[config.mk]
export PLATFORM = sky130hd
export DESIGN_NAME = audio_dac_out
export DESIGN_NICKNAME = d
export VERILOG_FILES = /design/src/rtl/audio_pkg.sv /design/src/rtl/sd_modulator.sv /design/src/rtl/audio_dac_out.sv
export SDC_FILE = /design/constraint.sdc
export NUM_CORES = 1
export LEC_CHECK = 0
export ABC_AREA = 0
export BUFFER_PORTS_ARGS = -buffer_cell sky130_fd_sc_hd__buf_2
export CAP_MARGIN = 30
export CORE_UTILIZATION = 53
export DETAILED_ROUTE_END_ITERATION = 7
export GPL_ROUTABILITY_DRIVEN = 0
export PLACE_DENSITY = 0.75
export RECOVER_POWER = 50
export SLEW_MARGIN = 10
export SYNTH_ARGS = -nofsm -noshare
export SYNTH_HDL_FRONTEND = slang
export SYNTH_SLANG_ARGS = --single-unit
export TNS_END_PERCENT = 50
[constraint.sdc]
create_clock -name clk -period 1.7 [get_ports clk]
set_input_delay 0.085 -clock clk [delete_from_list [all_inputs] [get_ports clk]]
set_output_delay 0.085 -clock clk [all_outputs]
set_load 0.01 [all_outputs]
[src/rtl/audio_pkg.sv]
// Shared constants for the audio output path: sample width, output mode
// encodings and the midscale (silence) level in offset-binary form.
package audio_pkg;

    localparam int SAMPLE_BITS = 8;
    localparam int FRAME_LOG2  = SAMPLE_BITS;

    localparam logic MODE_PWM = 1'b0;
    localparam logic MODE_SD  = 1'b1;

    localparam logic [SAMPLE_BITS-1:0] MIDSCALE = {1'b1, {(SAMPLE_BITS-1){1'b0}}};

    // Two's-complement to offset binary: flipping the sign bit maps -max..max onto 0..full.
    function automatic logic [SAMPLE_BITS-1:0] to_offset(input logic [SAMPLE_BITS-1:0] s);
        return s ^ MIDSCALE;
    endfunction

endpackage

[src/rtl/sd_modulator.sv]
// First-order sigma-delta accumulator: bit_out is the carry of acc + din,
// so the density of ones equals din / 2**WIDTH.
module sd_modulator #(
    parameter int WIDTH = audio_pkg::SAMPLE_BITS
) (
    input  logic             clk,
    input  logic             rst_n,
    input  logic             clear,
    input  logic             en,
    input  logic [WIDTH-1:0] din,
    output logic             bit_out
);

    logic [WIDTH-1:0] acc;
    logic [WIDTH:0]   sum;

    assign sum     = {1'b0, acc} + {1'b0, din};
    assign bit_out = sum[WIDTH];

    always_ff @(posedge clk or negedge rst_n) begin
        if (!rst_n) begin
            acc <= '0;
        end else if (clear) begin
            acc <= '0;
        end else if (en) begin
            acc <= sum[WIDTH-1:0];
        end
    end

endmodule

[src/rtl/audio_dac_out.sv]
// 1-bit audio DAC output stage: frame counter, double-buffered sample
// register, PWM compare and a sigma-delta alternative, selected per frame.
module audio_dac_out #(
    parameter int SAMPLE_BITS = audio_pkg::SAMPLE_BITS,
    parameter int FRAME_LOG2  = audio_pkg::FRAME_LOG2
) (
    input  logic                   clk,
    input  logic                   rst_n,
    input  logic [SAMPLE_BITS-1:0] sample_in,
    input  logic                   sample_valid,
    output logic                   sample_ready,
    input  logic                   mode,
    output logic                   dac_out,
    output logic                   frame_start,
    output logic                   underrun
);

    import audio_pkg::*;

    localparam logic [SAMPLE_BITS-1:0] MSB_MASK = {1'b1, {(SAMPLE_BITS-1){1'b0}}};
    localparam logic [FRAME_LOG2-1:0]  CNT_ONE  = {{(FRAME_LOG2-1){1'b0}}, 1'b1};
    localparam logic [FRAME_LOG2-1:0]  CNT_LAST = {FRAME_LOG2{1'b1}};

    logic [FRAME_LOG2-1:0]  cnt;
    logic [SAMPLE_BITS-1:0] pending;
    logic [SAMPLE_BITS-1:0] active;
    logic                   pend_full;
    logic                   mode_q;
    logic                   frame_end;
    logic                   transfer;
    logic                   sd_bit;
    logic                   sd_clear;
    logic                   sd_en;

    // Handshake: a sample moves only in a cycle where sample_valid and
    // sample_ready are both high; a producer holds sample_in steady while
    // valid is high and ready is low. Ready reopens on the last frame cycle
    // because the pending slot empties into active on that same edge.
    assign frame_end    = (cnt == CNT_LAST);
    assign sample_ready = !pend_full || frame_end;
    assign transfer     = sample_valid && sample_ready;
    assign frame_start  = rst_n && (cnt == '0);

    assign sd_clear = frame_end && (mode != mode_q);
    assign sd_en    = (mode_q == MODE_SD);

    sd_modulator #(
        .WIDTH (SAMPLE_BITS)
    ) u_sd (
        .clk     (clk),
        .rst_n   (rst_n),
        .clear   (sd_clear),
        .en      (sd_en),
        .din     (active),
        .bit_out (sd_bit)
    );

    always_ff @(posedge clk or negedge rst_n) begin
        if (!rst_n) begin
            cnt       <= '0;
            pending   <= '0;
            pend_full <= 1'b0;
            active    <= MSB_MASK;
            mode_q    <= MODE_PWM;
            underrun  <= 1'b0;
            dac_out   <= 1'b0;
        end else begin
            cnt      <= cnt + CNT_ONE;
            underrun <= frame_end && !pend_full;

            // Active and mode only change at the frame boundary, so a frame
            // is always rendered with one level in one mode.
            if (frame_end) begin
                mode_q <= mode;
                if (pend_full) begin
                    active <= pending;
                end
            end

            if (transfer) begin
                pending   <= sample_in ^ MSB_MASK;
                pend_full <= 1'b1;
            end else if (frame_end) begin
                pend_full <= 1'b0;
            end

            dac_out <= (mode_q == MODE_SD) ? sd_bit : (cnt < active);
        end
    end

endmodule
# After elaboration in Yosys (flattened, before gate mapping)
# Cells that the tools add are included.
# totals
in_bits	12
elab_cells	29
reg_bits	36
# op_classes
eq_ne	2
magnitude_cmp	1
bitwise_logic	1
add_sub_neg	2
muxes	5
n_reduce_logical	10
# op_table
cell	count
8-bit two-way mux	2
8-bit by 8-bit adder with 9-bit output	1
8-bit by 1-bit adder with 8-bit output, second input constant	1
8-bit equality test, second input constant	1
8-bit zero test	1
8-bit less-than comparator	1
1-bit logical AND	4
2-bit nonzero test	2
1-bit two-way mux	3
2-bit AND reduction	1
1-bit zero test	1
1-bit logical OR	1
1-bit != test	1
1-bit inverter	1

# Logic depth before layout (Yosys ltp)
# Gate-level depths: netlist (run 1).
# depth
word_depth	4
ltp_mapped	7
depth_no_buf	7

# By module
# A second synthesis (run 1) with hierarchy kept.
# hier_totals
hier_cells	180
area_unflattened_um2	2047.0
# modules_own_cells
module	seq_area_each_um2	n_inst	area_each_um2	cells_each
audio_dac_out	701.9	1	1351.3	103
sd_modulator	200.2	1	695.7	77

# Worst setup path before layout (run 1)
# Ideal clock, no wire load.
# synth_timing
path_kind	reg2reg
start	register active[0]
end	register u_sd.acc[6]
stages_incl_launch_ff	8
arrival_ns	1.764
setup_slack_ns	-0.185
n_path_buf	0
period_less_slack_ns	1.885
setup_time_ns	0.121
cell_sequence	dfrtp_1 ha_1 fa_1 a211o_1 a21oi_1 o21ai_0 nor2b_1 a22o_1
# synth_via
elab_chain_cells	3
# synth_lines
element	line	text
from (decl)	audio_dac_out.sv:26	logic [SAMPLE_BITS-1:0] active;
from (signal assigned)	audio_dac_out.sv:76	active <= pending;
8-bit by 8-bit adder with 9-bit output	sd_modulator.sv:17	assign sum = {1'b0, acc} + {1'b0, din};
8-bit two-way mux	sd_modulator.sv:25	end else if (en) begin
8-bit two-way mux	sd_modulator.sv:23	end else if (clear) begin
to (signal assigned)	sd_modulator.sv:26	acc <= sum[WIDTH-1:0];
to (decl)	sd_modulator.sv:14	logic [WIDTH-1:0] acc;
# Every way passes these cells. The select of a mux whose other input is x is not followed.
# A chain may end at the register's enable or synchronous reset.

# Final worst setup path (run 1)
# Ends and elaborated chain as after synthesis.

==> results of run 1 <==
metal layers:
layer	up-vias	track usage	part of all wire	wire length [um]
met5	-	0	0	0
met4	0	0.07558	0.014	57
met3	9	0.04228	0.040	162
met2	36	0.3942	0.51	2081
met1	675	0.2961	0.44	1786
li1	689	-	-	-
area by class of cell:
cell class                 count  area (um^2)
fill                         244         1032
multi-input combinational    118         1026
sequential                    36        902.1
timing repair buffer          42        299.0
tap                           46        57.56
clock buffer                   5        37.54
inverter                      10        37.54
clock inverter                 3        23.77
metrics by stage:
stage               power (W)  hold WS (ns)
finish               0.001431       0.03403
global route         0.001477       0.02564
CTS                  0.001435       0.02176
detailed placement  0.0009488        0.1740
global placement    0.0009461        0.1703
floorplan           0.0009095       -0.2106
worst max-delay path, stage by stage, from the launching register on:
cell	delay (ns)
dfrtp_1	0.42
ha_2	0.21
fa_2	0.36
a211o_1	0.32
a21oi_2	0.14
o21ai_1	0.06
nor2b_1	0.12
a22o_1	0.19
where the power goes:
part	internal, W	switching, W
Combinational	0.0000409	0.0000347
Clock	0.000163	0.000318
Sequential	0.000867	0.00000781
final timing paths:
check | from | endpoint | slack, ns | cells past startpoint
min reg2reg | pend_full | underrun | 0.50 | 1
min in group asynchronous | rst_n | pending[1] | 0.51 | 3
max in group asynchronous | rst_n | pending[7] | 0.65 | 3
max | active[0] | u_sd.acc[6] | -0.21 | 7
max reg2reg | active[0] | u_sd.acc[6] | -0.21 | 7
min | mode | mode_q | 0.03 | 2
layout by cell type, fill, tap and decap left out, types with 4 or more instances in the layout:
cell type and count:
dfrtp_1 35, ha_1 15, buf_2 14, buf_4 14, o21ai_0 13, nand2_1 11
inv_1 10, dlygate4sd3_1 10, nor2_1 8, a22o_1 7, mux2_4 7, xnor2_1 6
clkbuf_4 5, xor2_1 4
what timing repair did:
action                                  CTS  global route
gates resized for setup                   3            12
pin swaps                                 1            10
buffers inserted                          1             4
hold buffers                             10             0
endpoints found under the setup margin    5             6
endpoints found under the hold margin    44             0
registers in the layout (all words and copies together) (netlist names):
signal / cells
mode_q: 1
active: 8
u_sd.acc: 8
pending: 8
cnt: 8
underrun: 1
dac_out: 1
pend_full: 1
logic make-up after synthesis:
logic type / after synthesis / share of synthesized area
compound gates: 46 / 0.1618
simple gates: 35 / 0.1040
fa+ha+maj: 18 / 0.1209
mux: 9 / 0.06628
flops: 36 / 0.4685
xor+xnor: 10 / 0.04548
buf+inv: 13 / 0.03314
==> impl_metrics.json, run 1 <==
{
  "io_pins": 16,
  "setup_ws_ns": -0.2145,
  "drive_gt1_frac": 0.3084,
  "place_area_um2": 2127,
  "drc": 0,
  "crit_path_start_kind": "flop",
  "seq_area_frac_synth": 0.4685,
  "vias": 1409,
  "synth_cell_types": 36,
  "gr-usage-all-layers": 0.2309,
  "fin_area_um2": 2384,
  "rows": 21,
  "synth_edf_count": 0,
  "drtIter0Drc": 48,
  "slew_headroom": 0.4239,
  "area_delta_synth_final_pct": 23.78,
  "clock_skew_ns": 0.01528,
  "cts.sink_count": 36,
  "firstDrtPassIters": 4,
  "dieArea_um2": 3878,
  "cap_violations": 0,
  "die_h_um": 62.28,
  "hold_path_class": "primary input to flop",
  "dp_slack_ns": -0.1864,
  "end_kind": "flop",
  "hold_viol": 0,
  "outcome": "complete, but fails checks",
  "synth_common_cells": "dfrtp_1 (35), ha_1 (17), o21ai_0 (16), nand2_1 (12), inv_1 (10)",
  "synthArstFlopShare": 1.000,
  "fin_util": 0.6978,
  "fin_tns_setup_ns": -0.5827,
  "slew_violations": 0,
  "nets": 243,
  "grt_first_pass_wirelength_um": 6872,
  "root_buffer": "clkbuf_4",
  "syn_nets": 197,
  "cts_tree": "done",
  "cts_made_buffers": 5,
  "fmax_mhz": 522.3,
  "dp_hpwl_um": 2730,
  "diodes": 0,
  "placed_cells": 237,
  "first_global_vias": 1464,
  "grt_setup_unrepaired": "true",
  "ys.flop_type": "dfrtp_1",
  "period_needed_ns": 1.915,
  "violations": "negative setup slack",
  "start_util": 0.5637,
  "core_um2": 3416,
  "crit_type": "flop to flop",
  "cts.clk_slew.worst_paths_ns": 0.13,
  "powerDensity_nw_per_um2": 600.5,
  "critical_path.max_fanout": 3,
  "synth_area_leaders": "dfrtp_1 (45%), ha_1 (11%), mux2_4 (5.5%), o21ai_0 (4.2%), a22o_1 (3.2%)",
  "totalWireLength_um": 4087,
  "detail-route-antenna-nets": 0,
  "post_drt_wl_per_cell_um": 15.72,
  "clock_tree.buffer_depth": 2,
  "synth_top_area_cell": "dfrtp_1",
  "h-tree-depth": 2,
  "grt_max_degree": 37,
  "port_buffers": 15,
  "ys_warn_count": 0,
  "die-width_um": 62.28,
  "grt_antenna_before_repair": 0,
  "synth.most_common_cell": "dfrtp_1",
  "syn_area_um2": 1926,
  "finalSetupViolCount": 5,
  "required_ns": 1.95,
  "postSynthAreaPerCell_um2": 11.53,
  "p_leak_nw": 1.166,
  "tightest_slew_ns": 0.8641,
  "ys_ff_latch": 36,
  "finalCritPeriodShare": 1.126,
  "overflow": 0,
  "synthCells": 167,
  "clock_latency_ns": 0.34,
  "via_per_inst": 5.419,
  "critPathArrivalTime_ns": 2.16,
  "layout.cells.non_filler": 260,
  "vdd_ir_drop_max_uv": 605.2,
  "synth.top_cell.area_share": 0.4548
}
Power figures use the tool's default switching activity.
==> run 2, diff against run 1 <==
--- a/config.mk
+++ b/config.mk
@@ -8,11 +8,12 @@
 export ABC_AREA = 0
 export BUFFER_PORTS_ARGS = -buffer_cell sky130_fd_sc_hd__buf_2
 export CAP_MARGIN = 30
+export CORE_MARGIN = 5
 export CORE_UTILIZATION = 53
 export DETAILED_ROUTE_END_ITERATION = 7
 export GPL_ROUTABILITY_DRIVEN = 0
 export PLACE_DENSITY = 0.75
-export RECOVER_POWER = 50
+export RECOVER_POWER = 100
 export SLEW_MARGIN = 10
 export SYNTH_ARGS = -nofsm -noshare
 export SYNTH_HDL_FRONTEND = slang
==> impl_metrics.json, run 2 (synthesis results as in run 1) <==
{
  "hold_ws_ns": 0.03799,
  "p_leak_nw": 1.134,
  "worstReg2RegEnd": "u_sd.acc[6]",
  "violations": "negative setup slack",
  "critPathCapture": "u_sd.acc[6]",
  "totalWireLength_um": 4329,
  "critical_path.max_fanout": 3,
  "required_ns": 1.94,
  "hold_viol": 0,
  "start_util": 0.5637,
  "finalCritPeriodShare": 1.099,
  "crit_type": "flop to flop",
  "critPathSlowestCell": "dfrtp_1",
  "setup.reg_to_reg.worst_slack_ns": -0.17,
  "area_delta_synth_final_pct": 20.21,
  "clock_skew_ns": 0.01284,
  "fin_area_um2": 2315,
  "layout_common_cells": "dfrtp_1 (35), ha_1 (16), o21ai_0 (13), buf_4 (12)",
  "drive_gt1_frac": 0.2594,
  "vdd_ir_drop_max_uv": 879.6,
  "die-width_um": 70.28,
  "r2r_cells": 7,
  "cp_top_family": "compound AO/OA/AOI/OAI gates",
  "powerDensity_nw_per_um2": 614.9,
  "path_depth": 7,
  "crit_path_start_kind": "flop",
  "outcome": "complete, but fails checks",
  "post_drt_wl_per_cell_um": 16.78,
  "drc": 0,
  "grt_setup_unrepaired": "true",
  "io_pins": 16,
  "place_area_um2": 2127,
  "grt_first_pass_wirelength_um": 7051,
  "finalPower_w": 0.001423,
  "cap_violations": 0,
  "firstDrtPassIters": 6,
  "via_per_inst": 5.589,
  "port_buffers": 15,
  "critPathMaxStageDelay_ns": 0.41,
  "tightest_slew_ns": 0.8713,
  "dp_hpwl_um": 2965,
  "path_buf_inv": 0,
  "fmax_mhz": 535.3,
  "critical_path.startpoint": "active[0]",
  "rows": 21,
  "overflow": 0,
  "fillers": 255,
  "drtIter0Drc": 90,
  "root_buffer": "clkbuf_4",
  "detail-route-antenna-nets": 0,
  "r2r-start": "active[0]",
  "clock_latency_ns": 0.34,
  "diodes": 0,
  "vias": 1442,
  "h-tree-depth": 2,
  "cts_tree": "done",
  "final_common_cell": "dfrtp_1",
  "end_kind": "flop",
  "clock_tree.buffer_depth": 2,
  "slew_headroom": 0.4191,
  "critPathArrivalTime_ns": 2.11,
  "setup_ws_ns": -0.1683,
  "crit_chain": "ha_2, fa_2, a211o_1, a21oi_1, o21ai_1, nor2b_1, a22o_1",
  "hold_path_class": "primary input to flop",
  "cts.clk_slew.worst_paths_ns": 0.13,
  "die_h_um": 70.28,
  "nets": 241,
  "min-delay-start": "mode",
  "dieArea_um2": 4939,
  "cts.sink_count": 36,
  "first_global_vias": 1475,
  "cts_made_buffers": 5,
  "slew_violations": 0,
  "grt_antenna_before_repair": 0,
  "period_needed_ns": 1.868,
  "finalSetupViolCount": 3,
  "grt_max_degree": 37,
  "core_um2": 3416,
  "gr-usage-all-layers": 0.1799
}
==> run 2: worst min path at each step <==
stage | end | slack (ns) | depth (start not counted)
global placement | mode_q | 0.17 | 2
detailed placement | cnt[6] | 0.17 | 2
global route | mode_q | 0.04 | 2
floorplan | active[0] | -0.21 | 0
finish | mode_q | 0.04 | 2
CTS | mode_q | 0.03 | 2
==> run 2: power breakdown <==
group | internal (W) | total, W | leakage [nW] | switching, W
combinational | 0.0000399 | 0.0000759 | 0.637 | 0.0000360
sequential | 0.000867 | 0.000875 | 0.469 | 0.00000800
clock | 0.000163 | 0.000472 | 0.0274 | 0.000310
total | 0.00107 | 0.00142 | 1.13 | 0.000354
==> run 2: final cells by class <==
type	instances	area (um^2)	share of cell area
clock buffer	5	37.54	0.01622
clock inverter	3	23.77	0.01027
inverter	10	37.54	0.01622
multi-input combinational	118	983.4	0.4249
sequential	36	902.1	0.3897
tap	46	57.56	0.02486
timing repair buffer	40	272.8	0.1178
==> run 2: per-layer routing <==
metal | vias to the layer above | global-route usage | share of wire | routed length (um)
met5 | - | 0 | 0 | 0
met4 | 0 | 0.05532 | 0.025 | 110
met3 | 14 | 0.03300 | 0.029 | 127
met2 | 31 | 0.3326 | 0.52 | 2269
met1 | 706 | 0.2077 | 0.42 | 1822
li1 | 691 | - | - | -
==> run 2: repair_timing <==
action,CTS,global route
hold buffers,10,0
buffers inserted,1,2
gates resized for setup,3,7
hold endpoints to repair,44,0
endpoints found under the setup margin,5,11
pin swaps,2,6
==> run 2: metrics by stage <==
step                      std cells  setup WS (ns)  setup TNS (ns)  utilization
after floorplan                 167       -0.08912         -0.1045            -
after global placement          237        -0.1156         -0.2148       0.6227
after detailed placement        237        -0.1418         -0.4315       0.6227
after CTS                       256        -0.1575         -0.3642       0.6736
after global routing            258        -0.2358         -0.9927       0.6777
final                           258        -0.1683         -0.2814       0.6777
==> run 2: worst register-to-register path, cell delays in order, from the launching register on <==
cell     delay, ns
dfrtp_1       0.41
ha_2          0.20
fa_2          0.35
a211o_1       0.29
a21oi_1       0.14
o21ai_1       0.07
nor2b_1       0.12
a22o_1        0.19
==> run 3, diff against run 2 <==
--- a/config.mk
+++ b/config.mk
@@ -8,7 +8,7 @@
 export ABC_AREA = 0
 export BUFFER_PORTS_ARGS = -buffer_cell sky130_fd_sc_hd__buf_2
 export CAP_MARGIN = 30
-export CORE_MARGIN = 5
+export CORE_MARGIN = 2
 export CORE_UTILIZATION = 53
 export DETAILED_ROUTE_END_ITERATION = 7
 export GPL_ROUTABILITY_DRIVEN = 0
==> constraint.sdc (replaced) <==
create_clock -name clk -period 1.7 [get_ports clk]
set_input_delay 0 -clock clk [delete_from_list [all_inputs] [get_ports clk]]
set_output_delay 0 -clock clk [all_outputs]
set_load 0.01 [all_outputs]
==> impl_metrics.json, run 3 (synthesis results as in run 1) <==
{
  "outcome": "complete, but fails checks",
  "violations": "negative setup slack",
  "vias": 1439,
  "via_per_inst": 5.556,
  "layout_common_cells": "dfrtp_1 (34), ha_1 (15), o21ai_0 (13), nand2_1 (12), buf_4 (12)",
  "fmax_mhz": 530.1,
  "diodes": 0,
  "required_ns": 1.96,
  "fin_tns_setup_ns": -0.4318,
  "core_um2": 3416,
  "crit_type": "flop to flop",
  "drc": 0,
  "crit_chain": "ha_2, fa_2, a211o_1, a21oi_2, o21ai_1, nor2b_1, a22o_1",
  "p_leak_nw": 1.143,
  "post_drt_wl_per_cell_um": 14.95,
  "firstDrtPassIters": 4,
  "slew_headroom": 0.4304,
  "rows": 21,
  "grt_setup_unrepaired": "true",
  "clock_tree.buffer_depth": 2,
  "totalWireLength_um": 3872,
  "gr-usage-all-layers": 0.2213,
  "dp_slack_ns": -0.2001,
  "seqPwrFrac": 0.615,
  "detail-route-antenna-nets": 0,
  "clock_skew_ns": 0.01039,
  "setup_ws_ns": -0.1865,
  "grt_max_degree": 37,
  "hold_path_class": "primary input to flop",
  "finalSetupViolCount": 3,
  "final_common_cell": "dfrtp_1",
  "start_util": 0.5637,
  "die-width_um": 64.28,
  "cts_made_buffers": 5,
  "nets": 242,
  "switchingPower_w": 0.0003497,
  "h-tree-depth": 2,
  "drive_gt1_frac": 0.2676,
  "cp_top_family": "compound AO/OA/AOI/OAI gates",
  "tightest_slew_ns": 0.8544,
  "die_h_um": 64.28,
  "slew_violations": 0,
  "p_comb_frac": 0.053,
  "finalCritPeriodShare": 1.110,
  "drtIter0Drc": 63,
  "swShare": 0.2461,
  "area_delta_synth_final_pct": 21.70,
  "clock_latency_ns": 0.35,
  "root_buffer": "clkbuf_4",
  "cts.clk_slew.worst_paths_ns": 0.12,
  "grt_first_pass_wirelength_um": 6824,
  "end_kind": "flop",
  "dieArea_um2": 4131,
  "vdd_ir_drop_max_uv": 620.7,
  "hold_viol": 0,
  "clockPowerShare": 0.332,
  "critPathSlowestCell": "dfrtp_1",
  "cap_violations": 0,
  "cts_tree": "done",
  "overflow": 0,
  "grt_antenna_before_repair": 0,
  "p_int_w": 0.001072,
  "period_needed_ns": 1.887,
  "io_pins": 16,
  "critPathMaxStageDelay_ns": 0.41,
  "powerDensity_nw_per_um2": 606.5,
  "first_global_vias": 1504,
  "port_buffers": 15,
  "dp_hpwl_um": 2814,
  "critical_path.max_fanout": 3,
  "cts.sink_count": 36,
  "path_buf_inv": 0,
  "critPathArrivalTime_ns": 2.15,
  "crit_path_start_kind": "flop"
}
[run 3: cell types whose count changed in the layout (fill, tap and decap cells not counted), sizes merged]
cell / delta
dlygate4sd3: +1
[run 3: worst reg2reg max path: cells and delay by family (launching register included)]
kind | cells | cell delay, ns
and+or+nand+nor | 1 | 0.13
adders and majority gates | 2 | 0.58
AOI/OAI and AO/OA | 4 | 0.69
DFF | 1 | 0.41
[run 3: power groups by stage]
stage	Sequential [W]	Clock, W	Combinational, W
final	0.000874	0.000472	0.0000750
after global routing	0.000876	0.000530	0.0000833
after CTS	0.000874	0.000487	0.0000775
after detailed placement	0.000890	0	0.0000581
after global placement	0.000890	0	0.0000562
after floorplan	0.000889	0	0.0000209
[run 3: final cells by class]
class | instances | area, um^2
Inverter | 10 | 37.54
Timing Repair Buffer | 41 | 282.8
Clock buffer | 5 | 37.54
Multi-Input combinational cell | 118 | 1001
Sequential cell | 36 | 903.4
Tap cell | 46 | 57.56
Clock inverter | 3 | 23.77
Fill cell | 262 | 1072
[run 3: layer usage]
layer  GRT usage  share of wire  up-vias  routed length (um)
met5           0              0        -                   0
met4      0.1064          0.027        0                 106
met3     0.05810          0.041       11                 157
met2      0.3698           0.51       39                1979
met1      0.2650           0.42      700                1628
li1            -              -      689                   -
[run 3: worst paths after layout]
kind                                to          from  cells past startpoint  slack [ns]
setup / recovery           u_sd.acc[6]     active[0]                      7       -0.19
setup reg to reg           u_sd.acc[6]     active[0]                      7       -0.19
hold / removal              pending[6]  sample_in[6]                      3        0.40
hold reg to reg               underrun     pend_full                      1        0.49
max in group asynchronous    active[1]         rst_n                      3        0.69
min in group asynchronous  u_sd.acc[6]         rst_n                      3        0.42
[run 3: stage by stage]
step	instances	utilization	hold slack (ns)	power, W	cell area [um^2]
2_1_floorplan	167	-	-0.2956	0.0009095	1931
3_3_place_gp	237	0.6227	0.08528	0.0009462	2127
5_1_grt	259	0.6861	0.3795	0.001489	2344
6_report	259	0.6861	0.3978	0.001421	2344
3_5_place_dp	237	0.6227	0.09176	0.0009485	2127
4_1_cts	258	0.6799	0.2397	0.001438	2322
[run 3: what timing repair did]
item                                   CTS  global route
endpoints found under the hold margin   45             0
setup endpoints to repair                5             6
buffers inserted                         2             1
cloned                                   0             0
pin swaps                                2             4
gates resized for setup                  4             8
hold buffers                            11             0
